### config.mk
export PLATFORM = sky130hd
export DESIGN_NAME = load_store_unit
export DESIGN_NICKNAME = d
export VERILOG_FILES = /design/src/rtl/jpu_pkg.sv /design/src/rtl/lsu_align.sv /design/src/rtl/load_store_unit.sv
export SDC_FILE = /design/constraint.sdc
export NUM_CORES = 1
export LEC_CHECK = 0
export ABC_AREA = 1
export CAP_MARGIN = 20
export CORE_AREA = 2 2 117 119
export CTS_BUF_LIST = sky130_fd_sc_hd__clkbuf_8 sky130_fd_sc_hd__clkbuf_16
export DETAILED_ROUTE_END_ITERATION = 7
export DIE_AREA = 0 0 119 121
export MAX_ROUTING_LAYER = met4
export PLACE_DENSITY_LB_ADDON = 0.25
export SLEW_MARGIN = 20
export SYNTH_ARGS = -nofsm -noshare
export SYNTH_HDL_FRONTEND = slang
export SYNTH_SLANG_ARGS = --single-unit
### constraint.sdc
create_clock -name clk -period 5.75 [get_ports clk]
set_clock_uncertainty 0.2 [all_clocks]
set_input_delay 1.15 -clock clk [delete_from_list [all_inputs] [get_ports clk]]
set_output_delay 1.15 -clock clk [all_outputs]
set_load 0.05 [all_outputs]
### src/rtl/jpu_pkg.sv
// Shared types for the load/store unit: FSM state encoding, funct3 codes, and access-size helpers.
package jpu_pkg;

  typedef enum logic [1:0] {IDLE, REQ, WAIT, RESP} lsu_state_t;

  typedef enum logic [1:0] {SZ_BYTE, SZ_HALF, SZ_WORD} lsu_size_t;

  localparam logic [2:0] F3_LB  = 3'd0;
  localparam logic [2:0] F3_LH  = 3'd1;
  localparam logic [2:0] F3_LW  = 3'd2;
  localparam logic [2:0] F3_LBU = 3'd4;
  localparam logic [2:0] F3_LHU = 3'd5;
  localparam logic [2:0] F3_SB  = 3'd0;
  localparam logic [2:0] F3_SH  = 3'd1;
  localparam logic [2:0] F3_SW  = 3'd2;

  // Unused funct3 encodings (3/6/7) fall through to a word access.
  function automatic lsu_size_t f3_size(input logic [2:0] funct3);
    case (funct3)
      F3_LB, F3_LBU: f3_size = SZ_BYTE;
      F3_LH, F3_LHU: f3_size = SZ_HALF;
      default:       f3_size = SZ_WORD;
    endcase
  endfunction

  function automatic logic is_misaligned(input logic [2:0] funct3, input logic [1:0] offset);
    case (f3_size(funct3))
      SZ_BYTE: is_misaligned = 1'b0;
      SZ_HALF: is_misaligned = offset[0];
      default: is_misaligned = (offset != 2'b00);
    endcase
  endfunction

endpackage

### src/rtl/lsu_align.sv
// Byte-lane steering: funct3 + address offset to bus byte enables / replicated store data,
// and bus read data to the sign- or zero-extended load value.
module lsu_align
  import jpu_pkg::*;
(
  input  logic [2:0]  funct3,
  input  logic [1:0]  offset,
  input  logic [31:0] wdata,
  input  logic [31:0] rdata,
  output logic [3:0]  be,
  output logic [31:0] lane_wdata,
  output logic [31:0] load_data
);

  logic [7:0]  byte_sel;
  logic [15:0] half_sel;

  always_comb begin
    be         = 4'b0000;
    lane_wdata = '0;
    load_data  = '0;
    byte_sel   = rdata[{offset, 3'b000} +: 8];
    half_sel   = offset[1] ? rdata[31:16] : rdata[15:0];
    case (f3_size(funct3))
      SZ_BYTE: begin
        be         = 4'b0001 << offset;
        lane_wdata = {4{wdata[7:0]}};
        load_data  = (funct3 == F3_LB) ? {{24{byte_sel[7]}}, byte_sel} : {24'b0, byte_sel};
      end
      // Halfword lane is chosen by addr[1] only; addr[0] is ignored here.
      SZ_HALF: begin
        be         = offset[1] ? 4'b1100 : 4'b0011;
        lane_wdata = {2{wdata[15:0]}};
        load_data  = (funct3 == F3_LH) ? {{16{half_sel[15]}}, half_sel} : {16'b0, half_sel};
      end
      default: begin
        be         = 4'b1111;
        lane_wdata = wdata;
        load_data  = rdata;
      end
    endcase
  end

endmodule

### src/rtl/load_store_unit.sv
// Memory-stage load/store unit on a req/gnt/rvalid bus with a one-cycle writeback response.
// Optional build macro LSU_MISALIGN_TRAP_EN: misaligned half/word accesses answer with an error, no bus access.
//
//   state | meaning
//   IDLE  | req_ready high, waiting for a load/store from execute
//   REQ   | mem_req held with stable address/lanes until mem_gnt
//   WAIT  | load granted, waiting for mem_rvalid or the timeout
//   RESP  | rsp_valid pulse for one cycle
module load_store_unit
  import jpu_pkg::*;
#(
  parameter int unsigned MAX_WAIT = 255
) (
  input  logic        clk,
  input  logic        rst_n,
  input  logic        req_valid,
  output logic        req_ready,
  input  logic        req_store,
  input  logic [2:0]  req_funct3,
  input  logic [31:0] req_addr,
  input  logic [31:0] req_wdata,
  input  logic [4:0]  req_rd,
  output logic        mem_req,
  output logic        mem_we,
  output logic [31:0] mem_addr,
  output logic [3:0]  mem_be,
  output logic [31:0] mem_wdata,
  input  logic        mem_gnt,
  input  logic        mem_rvalid,
  input  logic [31:0] mem_rdata,
  output logic        rsp_valid,
  output logic        rsp_we,
  output logic [4:0]  rsp_rd,
  output logic [31:0] rsp_data,
  output logic        rsp_err
);

  localparam int unsigned CNT_W = (MAX_WAIT > 0) ? $clog2(MAX_WAIT + 1) : 1;
  // Timeout fires in the cycle the counter would reach MAX_WAIT, i.e. after MAX_WAIT WAIT cycles.
  localparam logic [CNT_W-1:0] CNT_LAST = CNT_W'((MAX_WAIT > 0) ? MAX_WAIT - 1 : 0);

  lsu_state_t state, state_nxt;

  logic             store_q;
  logic [2:0]       funct3_q;
  logic [31:0]      addr_q;
  logic [31:0]      wdata_q;
  logic [4:0]       rd_q;
  logic [31:0]      data_q;
  logic             we_q;
  logic             err_q;
  logic [CNT_W-1:0] cnt_q;

  logic        accept;
  logic        misalign;
  logic        take_data;
  logic        timeout;
  logic [3:0]  be_lane;
  logic [31:0] wdata_lane;
  logic [31:0] load_ext;

  lsu_align u_align (
    .funct3     (funct3_q),
    .offset     (addr_q[1:0]),
    .wdata      (wdata_q),
    .rdata      (mem_rdata),
    .be         (be_lane),
    .lane_wdata (wdata_lane),
    .load_data  (load_ext)
  );

`ifdef LSU_MISALIGN_TRAP_EN
  assign misalign = is_misaligned(req_funct3, req_addr[1:0]);
`else
  assign misalign = 1'b0;
`endif

  assign accept = (state == IDLE) && req_valid;

  always_comb begin
    state_nxt = state;
    take_data = 1'b0;
    timeout   = 1'b0;
    case (state)
      IDLE: if (req_valid) state_nxt = misalign ? RESP : REQ;
      REQ: begin
        if (mem_gnt) begin
          if (store_q) begin
            state_nxt = RESP;
          end else if (mem_rvalid) begin
            state_nxt = RESP;
            take_data = 1'b1;
          end else begin
            state_nxt = WAIT;
          end
        end
      end
      WAIT: begin
        if (mem_rvalid) begin
          state_nxt = RESP;
          take_data = 1'b1;
        end else if ((MAX_WAIT != 0) && (cnt_q == CNT_LAST)) begin
          state_nxt = RESP;
          timeout   = 1'b1;
        end
      end
      RESP:    state_nxt = IDLE;
      default: state_nxt = IDLE;
    endcase
  end

  always_ff @(posedge clk or negedge rst_n) begin
    if (!rst_n) state <= IDLE;
    else        state <= state_nxt;
  end

  always_ff @(posedge clk or negedge rst_n) begin
    if (!rst_n) begin
      store_q  <= 1'b0;
      funct3_q <= '0;
      addr_q   <= '0;
      wdata_q  <= '0;
      rd_q     <= '0;
      data_q   <= '0;
      we_q     <= 1'b0;
      err_q    <= 1'b0;
      cnt_q    <= '0;
    end else begin
      if (accept) begin
        store_q  <= req_store;
        funct3_q <= req_funct3;
        addr_q   <= req_addr;
        wdata_q  <= req_wdata;
        rd_q     <= req_rd;
        data_q   <= '0;
        we_q     <= 1'b0;
        err_q    <= misalign;
      end
      if (take_data) begin
        data_q <= load_ext;
        we_q   <= 1'b1;
      end
      if (timeout) err_q <= 1'b1;
      if (state != WAIT) cnt_q <= '0;
      else if ((MAX_WAIT != 0) && (cnt_q != CNT_LAST)) cnt_q <= cnt_q + 1'b1;
    end
  end

  assign req_ready = (state == IDLE);
  assign mem_req   = (state == REQ);
  assign mem_we    = mem_req & store_q;
  assign mem_addr  = mem_req ? {addr_q[31:2], 2'b00} : '0;
  assign mem_be    = mem_req ? be_lane : '0;
  assign mem_wdata = mem_we ? wdata_lane : '0;
  assign rsp_valid = (state == RESP);
  assign rsp_we    = rsp_valid & we_q;
  assign rsp_err   = rsp_valid & err_q;
  assign rsp_data  = rsp_valid ? data_q : '0;
  assign rsp_rd    = rd_q;

endmodule

==> PnR_summary.wiki, run 1 <==
{| class="wikitable"
! Metric !! Value
|-
| Final number of max-transition violations || 0
|-
| Slowest cell on the critical path || sky130_fd_sc_hd__clkdlybuf4s50_1
|-
| Worst vdd rail ir drop || 330 uV
|-
| First element of the critical path || state[1]
|-
| Die Span Y || 121 um
|-
| Reg-to-reg endpoint || data_q[5]
|-
| Placeable core region || 0.0131 sq mm
|-
| Clock period minus final worst setup slack || 4.99 ns
|-
| Post-synthesis share of cell area spent on full adders, half adders and majority gates || 1.17%
|-
| CP endpoint kind || primary output
|-
| Insertion delay to the later sink of the worst-skew pair || 0.41 ns
|-
| Xor and xnor area share after synthesis || 0%
|-
| Final Hold Violating Endpoints || 0
|-
| Relative slew slack || 36.5%
|-
| Startpoint type of the worst setup path || flop
|-
| Top post-synthesis cells by count || sky130_fd_sc_hd__nand2_1 (445), sky130_fd_sc_hd__dfrtp_1 (117), sky130_fd_sc_hd__inv_1 (111)
|-
| Worst setup path category || reg -> out
|-
| Synthesized instance count || 952
|-
| Number of global-route vias before repair || 6278
|-
| Worst reg2reg startpoint || funct3_q[1]
|-
| Ratio of cells with drive above 1 in the final layout || 4.07%
|-
| Die Span X || 119 um
|-
| Delay contributed by the slowest stage of the critical path || 0.79 ns
|-
| Remaining routing DRC violations || 0
|-
| Share of the cycle needed by the critical path after routing || 86.8%
|-
| Crit path DAT || 3.64 ns
|-
| Unrepaired setup endpoints after global routing || no
|-
| Largest fanout of any net on the critical path || 37
|-
| Post-CTS Repair Setup Buffers || 0
|-
| Starting density of the core || 48.9%
|-
| Global-route wire length before repair || 30900 um
|-
| ANT nets after route || 0
|-
| Count of cell types in the netlist || 31
|-
| Pin slew with the least headroom to its limit || 0.953 ns
|-
| Clock transition time at the flip-flop clock pins of the worst setup and hold paths || 0.05 ns
|-
| Setup TNS after final layout || 0 ns
|-
| Yosys top cell by area || sky130_fd_sc_hd__dfrtp_1
|-
| Dominant cell by count in the synthesized netlist || sky130_fd_sc_hd__nand2_1
|-
| Port Buffers || 218
|-
| Hold_sp || addr_q[28]
|-
| 1st-iter DRT viols || 563
|-
| Routability-driven placement congestion ratio || 0.946
|-
| Clock buffers created by TritonCTS || 17
|-
| Via count normalized by instance count || 4.96
|-
| Number of antenna violations at the first check in global routing || 0
|-
| Number of cell rows || 42
|-
| Worst hold-check slack || 0.274 ns
|-
| Leakage power summed over all cells || 5.08 nW
|-
| Routed length on met2 || 9200 um
|-
| Buffer depth of the longest clock path || 2
|-
| Setup violators final || 0
|-
| Area Overhead vs Synth || 43.4%
|-
| Maximum number of pins on one net before global-route repair || 75
|-
| Detailed route wirelength on metal3 || 1540 um
|-
| Required @ worst endpoint || 4.40 ns
|-
| Routed length on met1 || 7780 um
|-
| Detailed placement HPWL || 13000 um
|-
| Area of the mapped netlist || 0.00640 sq mm
|-
| Yosys warns || 0
|-
| Worst min-delay path endpoint || addr_q[28]
|-
| Multiplexer fraction of the synthesized cell area || 0%
|-
| Hold Crit Depth || 2
|-
| Final net count || 1261
|-
| Overall Global Routing Usage || 28.1%
|-
| Achievable clock frequency || 200 MHz
|-
| Most used flip-flop cell after synthesis || sky130_fd_sc_hd__dfrtp_1
|-
| Ordered cell list for the critical path || inv_1 -> ha_1 -> buf_4 -> nand2_1 -> nor2_1 -> clkinv_1 -> nand2_1 -> o21ai_0 -> inv_1 -> clkdlybuf4s50_1
|-
| Run status || complete, no violations
|-
| Register-to-register path setup slack || 2.88 ns
|-
| Diode count || 0
|-
| EDFF count, synth || 0
|-
| Sequential share of the synthesized area || 45.7%
|-
| Htree depth || 4
|-
| Logic depth of the worst register-to-register path || 9
|-
| Dominant combinational cell family by area after synthesis || simple AND/OR/NAND/NOR gates
|-
| Reported max-cap violation count || 0
|-
| CTS root buffer || sky130_fd_sc_hd__clkbuf_16
|-
| Number of top-level design ports || 221
|-
| Overall via count from detail_route || 6597
|-
| Synth Register Bits || 117
|-
| Fraction of synthesis flops using an asynchronous set or reset pin || 100%
|-
| Routed wire length || 19100 um
|-
| Area share of the largest cell type after synthesis || 45.7%
|-
| Basic-gate share of the synthesized area counting and, or, nand and nor cells || 37.2%
|-
| Number of buffers inserted for hold repair after clock tree synthesis || 0
|-
| CTS tree || done
|-
| Top post-synthesis cells by area || sky130_fd_sc_hd__dfrtp_1 (46%), sky130_fd_sc_hd__nand2_1 (26%), sky130_fd_sc_hd__inv_1 (6.5%)
|-
| Count of buffer and inverter cells on the critical path || 5
|-
| Topmost layer with routed signal wires || met4
|-
| Detail-routed net length per standard cell || 14.4 um
|-
| Cell family with the largest share of critical-path delay || buffers and inverters
|-
| Die Footprint || 0.0144 sq mm
|-
| Class of the tightest hold or removal check || reg -> reg
|-
| Sink Count || 117
|-
| Synthesized area divided by synthesized cell count || 6.73 sq um
|-
| Remaining global-route overflow || 0
|-
| Synth Area in Compound Gates || 5.33%
|-
| Total power divided by cell area || 537 mW/mm^2
|-
| Post-cts repair resize count || 0
|-
| Detailed-router iteration count before antenna repair || 5
|}
==> layout make-up <==
type,instances,area (sq um)
clock buffers,19,453
clock inverters,9,92.6
fillers,1113,3910
inverters,115,432
multi-input cells,670,2820
flip-flops and latches,117,2930
well taps,176,220
repair buffers,224,2230
==> state kept, by name, summed over array words and instances (netlist names) <==
register / count
err_q: 1
cnt_q: 8
we_q: 1
state: 2
addr_q: 32
funct3_q: 3
data_q: 32
wdata_q: 32
rsp_rd: 5
store_q: 1
==> per-layer routing <==
metal,up-vias,GRT usage (%)
li1,3255,-
met1,3039,34.2
met2,261,44.3
met3,42,7.52
met4,0,12.4
met5,-,-
==> layout by cell type, fill, tap and decap left out, types with 3 or more instances in the layout <==
cell type and instances:
sky130_fd_sc_hd__o21ai_0 29, sky130_fd_sc_hd__nor3_1 6, sky130_fd_sc_hd__nand2_2 3, sky130_fd_sc_hd__clkdlybuf4s50_1 216
sky130_fd_sc_hd__inv_1 114, sky130_fd_sc_hd__ha_1 5, sky130_fd_sc_hd__nor2_1 75, sky130_fd_sc_hd__o22ai_1 9
sky130_fd_sc_hd__nand3_1 67, sky130_fd_sc_hd__a21oi_1 12, sky130_fd_sc_hd__clkbuf_16 17, sky130_fd_sc_hd__dfrtp_1 117
sky130_fd_sc_hd__nand2_1 444, sky130_fd_sc_hd__inv_2 4, sky130_fd_sc_hd__buf_4 7
==> power by group <==
| part | internal [mW] | switching (mW) | leakage, nW |
|---|---|---|---|
| Sequential | 1.15 | 0.230 | 1.50 |
| Clock | 0.641 | 0.351 | 0.281 |
| Combinational | 0.799 | 1.76 | 3.30 |
| Total | 2.59 | 2.34 | 5.08 |
==> worst max-delay path by stage <==
| stage | end | slack (ns) | cells past startpoint |
|---|---|---|---|
| after detailed placement | mem_wdata[13] | 1.27 | 10 |
| after global placement | mem_wdata[13] | 1.36 | 10 |
| final | mem_wdata[13] | 0.76 | 10 |
| after floorplan | mem_wdata[24] | 1.62 | 7 |
| after CTS | mem_wdata[13] | 0.76 | 10 |
| after global routing | mem_wdata[13] | 0.46 | 10 |
==> metrics by stage <==
stage	cell area, sq um	total power [mW]	util [%]	std cells	setup slack, ns
4_1_cts	9160	4.94	70.0	1329	0.761
5_1_grt	9180	5.26	70.2	1330	0.463
2_1_floorplan	6410	3.15	-	953	1.62
6_report	9180	4.93	70.2	1330	0.757
3_5_place_dp	8610	3.93	65.8	1301	1.27
3_3_place_gp	8610	3.89	65.8	1301	1.36
==> cells by family (layout without fill, tap and decap cells) <==
kind of cell | after synthesis | after routing
adders and majority gates | 6 | 6
and+or+nand+nor | 601 | 601
DFF | 117 | 117
other | 1 | 2
buffers and inverters | 166 | 367
AOI/OAI and AO/OA | 61 | 61
==> worst min-delay path: stages (launching register included) <==
cell	delay [ns]
sky130_fd_sc_hd__dfrtp_1	0.34
sky130_fd_sc_hd__nand2_1	0.05
sky130_fd_sc_hd__nand2_1	0.05
Note: power is estimated with default switching activity, not from simulation.
==> inputs of run 2 (changes only) <==
Settings changed: CAP_MARGIN 20 to 30.
==> run 2 against run 1 <==
Core utilization is 0.37 points higher. Fmax shrank 0.17%. Non-clock buffer count up 2. Largest power group unchanged. Highest routed layer unchanged. Sequential share of layout area decreased by 0.17 points. Critical path depth unchanged. Largest cell class unchanged. Wire length grew 1.0%.
==> PnR_summary.wiki, run 2 (same netlist as run 1, synthesis figures left out) <==
{| class="wikitable"
! Metric !! Value
|-
| Final number of max-transition violations || 0
|-
| Hold Crit Depth || 2
|-
| Clock buffers created by TritonCTS || 17
|-
| Final net count || 1263
|-
| Most common cell after layout, fill and taps aside || sky130_fd_sc_hd__nand2_1
|-
| Share of the cycle needed by the critical path after routing || 87.0%
|-
| Buffer depth of the longest clock path || 2
|-
| Remaining global-route overflow || 0
|-
| Cell family with the largest share of critical-path delay || buffers and inverters
|-
| Largest fanout of any net on the critical path || 37
|-
| Detailed-router iteration count before antenna repair || 5
|-
| Overall Global Routing Usage || 28.0%
|-
| Number of cell rows || 42
|-
| Setup violators final || 0
|-
| Reported max-cap violation count || 0
|-
| Sink Count || 117
|-
| Pin slew with the least headroom to its limit || 0.832 ns
|-
| Die Footprint || 0.0144 sq mm
|-
| Unrepaired setup endpoints after global routing || no
|-
| Via count normalized by instance count || 5.04
|-
| 1st-iter DRT viols || 612
|-
| Count of filler cells inserted in the layout || 1079
|-
| Starting density of the core || 48.9%
|-
| Worst path setup slack after routing || 0.749 ns
|-
| Number of buffers inserted for hold repair after clock tree synthesis || 0
|-
| Leakage power summed over all cells || 5.11 nW
|-
| Htree depth || 4
|-
| Post-CTS Repair Setup Buffers || 0
|-
| Port Buffers || 218
|-
| Remaining routing DRC violations || 0
|-
| Combinational share of power || 51.9%
|-
| Count of buffer and inverter cells on the critical path || 5
|-
| Routability-driven placement congestion ratio || 0.946
|-
| Post-cts repair resize count || 0
|-
| Worst min-delay path endpoint || wdata_q[27]
|-
| Slowest cell on the critical path || sky130_fd_sc_hd__clkdlybuf4s50_1
|-
| Worst reg2reg startpoint || funct3_q[1]
|-
| Hold_sp || wdata_q[27]
|-
| Clock transition time at the flip-flop clock pins of the worst setup and hold paths || 0.05 ns
|-
| Class of the tightest hold or removal check || reg -> reg
|-
| Insertion delay to the later sink of the worst-skew pair || 0.41 ns
|-
| Achievable clock frequency || 200 MHz
|-
| Register-to-register path setup slack || 2.88 ns
|-
| Largest regs || addr_q (32), data_q (32), wdata_q (32)
|-
| Required @ worst endpoint || 4.40 ns
|-
| Die Span Y || 121 um
|-
| Total power divided by cell area || 535 mW/mm^2
|-
| Reg-to-reg endpoint || data_q[5]
|-
| Fraction of power consumed by the clock network || 20.1%
|-
| Most frequent cells in the layout || sky130_fd_sc_hd__nand2_1 (444), sky130_fd_sc_hd__clkdlybuf4s50_1 (216), sky130_fd_sc_hd__dfrtp_1 (117)
|-
| CTS root buffer || sky130_fd_sc_hd__clkbuf_16
|-
| ANT nets after route || 0
|-
| Number of antenna violations at the first check in global routing || 0
|-
| Final Hold Violating Endpoints || 0
|-
| Setup TNS after final layout || 0 ns
|-
| Logic depth of the worst register-to-register path || 9
|-
| Detailed placement HPWL || 13000 um
|-
| Relative slew slack || 44.4%
|-
| Ratio of cells with drive above 1 in the final layout || 4.32%
|-
| Standard cell area after detailed placement || 0.00863 sq mm
|-
| Number of top-level design ports || 221
|-
| CTS tree || done
|-
| Post-Place Worst Slack || 1.21 ns
|-
| Net switching power figure || 2.35 mW
|-
| CP endpoint kind || primary output
|-
| Internal power of the cells || 2.59 mW
|-
| Worst hold-check slack || 0.276 ns
|-
| Global-route wire length before repair || 30900 um
|-
| Detail-routed net length per standard cell || 14.5 um
|-
| Non-filler cells, final || 1334
|-
| Startpoint type of the worst setup path || flop
|-
| Ordered cell list for the critical path || inv_1 -> ha_1 -> buf_4 -> nand2_1 -> nor2_1 -> clkinv_1 -> nand2_1 -> o21ai_0 -> inv_1 -> clkdlybuf4s50_1
|-
| Die Span X || 119 um
|-
| Placeable core region || 0.0131 sq mm
|-
| Crit path DAT || 3.65 ns
|-
| Clock period minus final worst setup slack || 5.00 ns
|-
| Number of global-route vias before repair || 6350
|-
| Number of cells after detailed placement || 1302
|-
| Overall via count from detail_route || 6717
|-
| Maximum number of pins on one net before global-route repair || 75
|-
| Share of total power in sequential cells || 28.0%
|-
| Area Overhead vs Synth || 44.1%
|-
| Routed wire length || 19300 um
|-
| Diode count || 0
|-
| Total power after layout || 4.94 mW
|-
| Run status || complete, no violations
|-
| Cell area after layout || 0.00923 sq mm
|-
| Worst vdd rail ir drop || 295 uV
|-
| Final Core Density || 70.5%
|-
| Worst setup path category || reg -> out
|-
| Sw frac || 47.5%
|-
| Delay contributed by the slowest stage of the critical path || 0.79 ns
|}
-- run 2: layer usage --
metal / vias up / part of all wire (%) / global-route usage [%]
met5: - / 0 / -
met4: 0 / 2.6 / 11.8
met3: 46 / 8.2 / 7.24
met2: 297 / 48 / 45.2
met1: 3110 / 41 / 33.6
li1: 3264 / - / -
-- run 2: power groups by stage --
stage / clock network [mW] / logic, mW / registers [mW]
after floorplan: 0 / 1.80 / 1.36
after global placement: 0 / 2.51 / 1.37
after detailed placement: 0 / 2.55 / 1.38
after CTS: 1.01 / 2.56 / 1.38
after global routing: 1.05 / 2.81 / 1.42
final: 0.993 / 2.57 / 1.38
-- run 2: worst min-delay path: cells and delay by family (launching register included) --
kind / cells / cell delay (ns)
simple gates: 2 / 0.11
flops: 1 / 0.33
-- run 2: final cells by class --
cell class / instances / area (sq um) / share of cell area (%)
Sequential cell: 117 / 2930 / 31.7
Multi-Input combinational cell: 670 / 2820 / 30.5
Timing Repair Buffer: 226 / 2280 / 24.7
Clock buffer: 22 / 494 / 5.36
Inverter: 115 / 432 / 4.68
Tap cell: 176 / 220 / 2.39
Clock inverter: 8 / 60.1 / 0.651
-- run 2: how the worst max path moves through the flow --
stage,depth (start not counted),endpoint,startpoint,slack [ns]
floorplan,7,mem_wdata[24],state[1],1.62
global placement,10,mem_wdata[13],state[1],1.36
detailed placement,10,mem_wdata[13],state[1],1.21
CTS,10,mem_wdata[13],state[1],0.72
global route,10,mem_wdata[13],state[1],0.45
finish,10,mem_wdata[13],state[1],0.75
==> inputs of run 3 (changes only) <==
Settings changed: MAX_ROUTING_LAYER met4 to not set.
==> run 3 against run 2 <==
Clock power about the same. Non-clock buffer count is the same. Sequential power barely moved. Sequential share of layout area unchanged. Global-route usage fell by 0.73 points. First-iteration DRC count decreased by 8.3%. Total power is essentially flat. Wire length is 0.14% lower. Core utilization did not move. Via count hardly changed.
==> PnR_summary.wiki, run 3 (same netlist as run 1, synthesis figures left out) <==
{| class="wikitable"
! Metric !! Value
|-
| Run status || complete, no violations
|-
| Relative slew slack || 44.2%
|-
| Via count normalized by instance count || 5.03
|-
| Area occupied by multi-input gates || 0.00282 sq mm
|-
| M1 GR Usage || 33.0%
|-
| Most common cell after layout, fill and taps aside || sky130_fd_sc_hd__nand2_1
|-
| Area Overhead vs Synth || 44.1%
|-
| Cell area after layout || 0.00923 sq mm
|-
| Detailed placement HPWL || 13000 um
|-
| Sink Count || 117
|-
| Leakage power summed over all cells || 5.11 nW
|-
| Unrepaired setup endpoints after global routing || no
|-
| Peak-usage layer in the global routing report || met2
|-
| Cell family with the largest share of critical-path delay || buffers and inverters
|-
| Number of cells after detailed placement || 1302
|-
| Starting density of the core || 48.9%
|-
| Slowest cell on the critical path || sky130_fd_sc_hd__clkdlybuf4s50_1
|-
| Final net count || 1263
|-
| ANT nets after route || 0
|-
| Ratio of cells with drive above 1 in the final layout || 4.32%
|-
| Reported max-cap violation count || 0
|-
| Maximum number of pins on one net before global-route repair || 75
|-
| Count of buffer and inverter cells on the critical path || 5
|-
| Number of top-level design ports || 221
|-
| Delay contributed by the slowest stage of the critical path || 0.79 ns
|-
| Achievable clock frequency || 200 MHz
|-
| Number of global-route vias before repair || 6336
|-
| Remaining routing DRC violations || 0
|-
| Remaining global-route overflow || 0
|-
| Startpoint type of the worst setup path || flop
|-
| Largest fanout of any net on the critical path || 37
|-
| 1st-iter DRT viols || 561
|-
| Buffer depth of the longest clock path || 2
|-
| Class of the tightest hold or removal check || reg -> reg
|-
| Htree depth || 4
|-
| Final Hold Violating Endpoints || 0
|-
| Setup TNS after final layout || 0 ns
|-
| Clock buffers created by TritonCTS || 17
|-
| Clock transition time at the flip-flop clock pins of the worst setup and hold paths || 0.05 ns
|-
| Insertion delay to the later sink of the worst-skew pair || 0.41 ns
|-
| Fraction of met2 tracks used by global routing || 44.9%
|-
| Final number of max-transition violations || 0
|-
| Required @ worst endpoint || 4.40 ns
|-
| Total power divided by cell area || 535 mW/mm^2
|-
| Placeable core region || 0.0131 sq mm
|-
| Routed wire length || 19300 um
|-
| Overall via count from detail_route || 6716
|-
| Detailed-router iteration count before antenna repair || 5
|-
| Detail-routed net length per standard cell || 14.4 um
|-
| Worst path setup slack after routing || 0.758 ns
|-
| Storage element area || 0.00293 sq mm
|-
| Die Span X || 119 um
|-
| Standard cell area after detailed placement || 0.00863 sq mm
|-
| Worst reg2reg startpoint || funct3_q[1]
|-
| Largest regs || addr_q (32), data_q (32), wdata_q (32)
|-
| Ordered cell list for the critical path || inv_1 -> ha_1 -> buf_4 -> nand2_1 -> nor2_1 -> clkinv_1 -> nand2_1 -> o21ai_0 -> inv_1 -> clkdlybuf4s50_1
|-
| Overall Global Routing Usage || 27.3%
|-
| First element of the critical path || state[1]
|-
| Die Span Y || 121 um
|-
| Number of cell rows || 42
|-
| Most frequent cells in the layout || sky130_fd_sc_hd__nand2_1 (444), sky130_fd_sc_hd__clkdlybuf4s50_1 (216), sky130_fd_sc_hd__dfrtp_1 (117)
|-
| Global-route wire length before repair || 31000 um
|-
| Clock period minus final worst setup slack || 4.99 ns
|-
| Pin slew with the least headroom to its limit || 0.835 ns
|-
| Hold_sp || addr_q[12]
|-
| Post-Place Worst Slack || 1.21 ns
|-
| Met3 track utilization from global routing || 8.79%
|-
| Setup violators final || 0
|-
| Number of antenna violations at the first check in global routing || 0
|-
| Worst vdd rail ir drop || 295 uV
|-
| Post-cts repair resize count || 0
|-
| Crit path DAT || 3.64 ns
|-
| Share of the cycle needed by the critical path after routing || 86.8%
|-
| Worst setup path category || reg -> out
|-
| Port Buffers || 218
|-
| CTS root buffer || sky130_fd_sc_hd__clkbuf_16
|-
| Post-CTS Repair Setup Buffers || 0
|-
| Non-filler cells, final || 1334
|-
| Routability-driven placement congestion ratio || 0.930
|-
| CTS tree || done
|-
| Count of filler cells inserted in the layout || 1071
|-
| CP endpoint kind || primary output
|-
| Worst hold-check slack || 0.276 ns
|-
| Diode count || 0
|-
| Number of buffers inserted for hold repair after clock tree synthesis || 0
|-
| Die Footprint || 0.0144 sq mm
|}
==> run 3: cell counts in the layout (fill, tap and decap cells not counted) <==
No cell type changed its count.
==> run 3: path summary, 6_finish.rpt <==
path | endpoint | slack, ns | cells past startpoint
worst max-delay path | mem_wdata[13] | 0.76 | 10
worst min-delay path | addr_q[12] | 0.28 | 2
worst max register to register | data_q[5] | 2.87 | 9
worst min register to register | addr_q[12] | 0.28 | 2
max in group asynchronous | addr_q[19] | 3.76 | 3
min in group asynchronous | wdata_q[12] | 0.41 | 1
==> run 3: layer usage <==
metal	part of all wire [%]	routed length [um]
met2	48	9200
met4	2.8	542
met5	0	0
met3	8.7	1670
met1	41	7860
==> run 3: cell type report <==
class	instances	area share [%]
multi-input combinational	670	30.5
timing repair buffer	226	24.7
tap	176	2.39
sequential	117	31.7
clock inverter	8	0.651
clock buffer	22	5.36
inverter	115	4.68
==> run 3: metrics by stage <==
| stage | utilization, % | power [mW] |
|---|---|---|
| after floorplan | - | 3.15 |
| after CTS | 70.2 | 4.95 |
| after detailed placement | 66.0 | 3.93 |
| after global placement | 65.8 | 3.89 |
| final | 70.5 | 4.94 |
| after global routing | 70.5 | 5.27 |
==> run 3: worst register-to-register path: cells and delay by family (launching register included) <==
family / cells / cell delay [ns]
DFF: 1 / 0.47
and+or+nand+nor: 7 / 1.47
buffers and inverters: 2 / 0.69
==> run 3: power by group <==
part           internal, mW  switching (mW)  total, mW
combinational         0.807            1.76       2.57
sequential             1.15           0.233       1.38
clock                 0.637           0.355      0.992
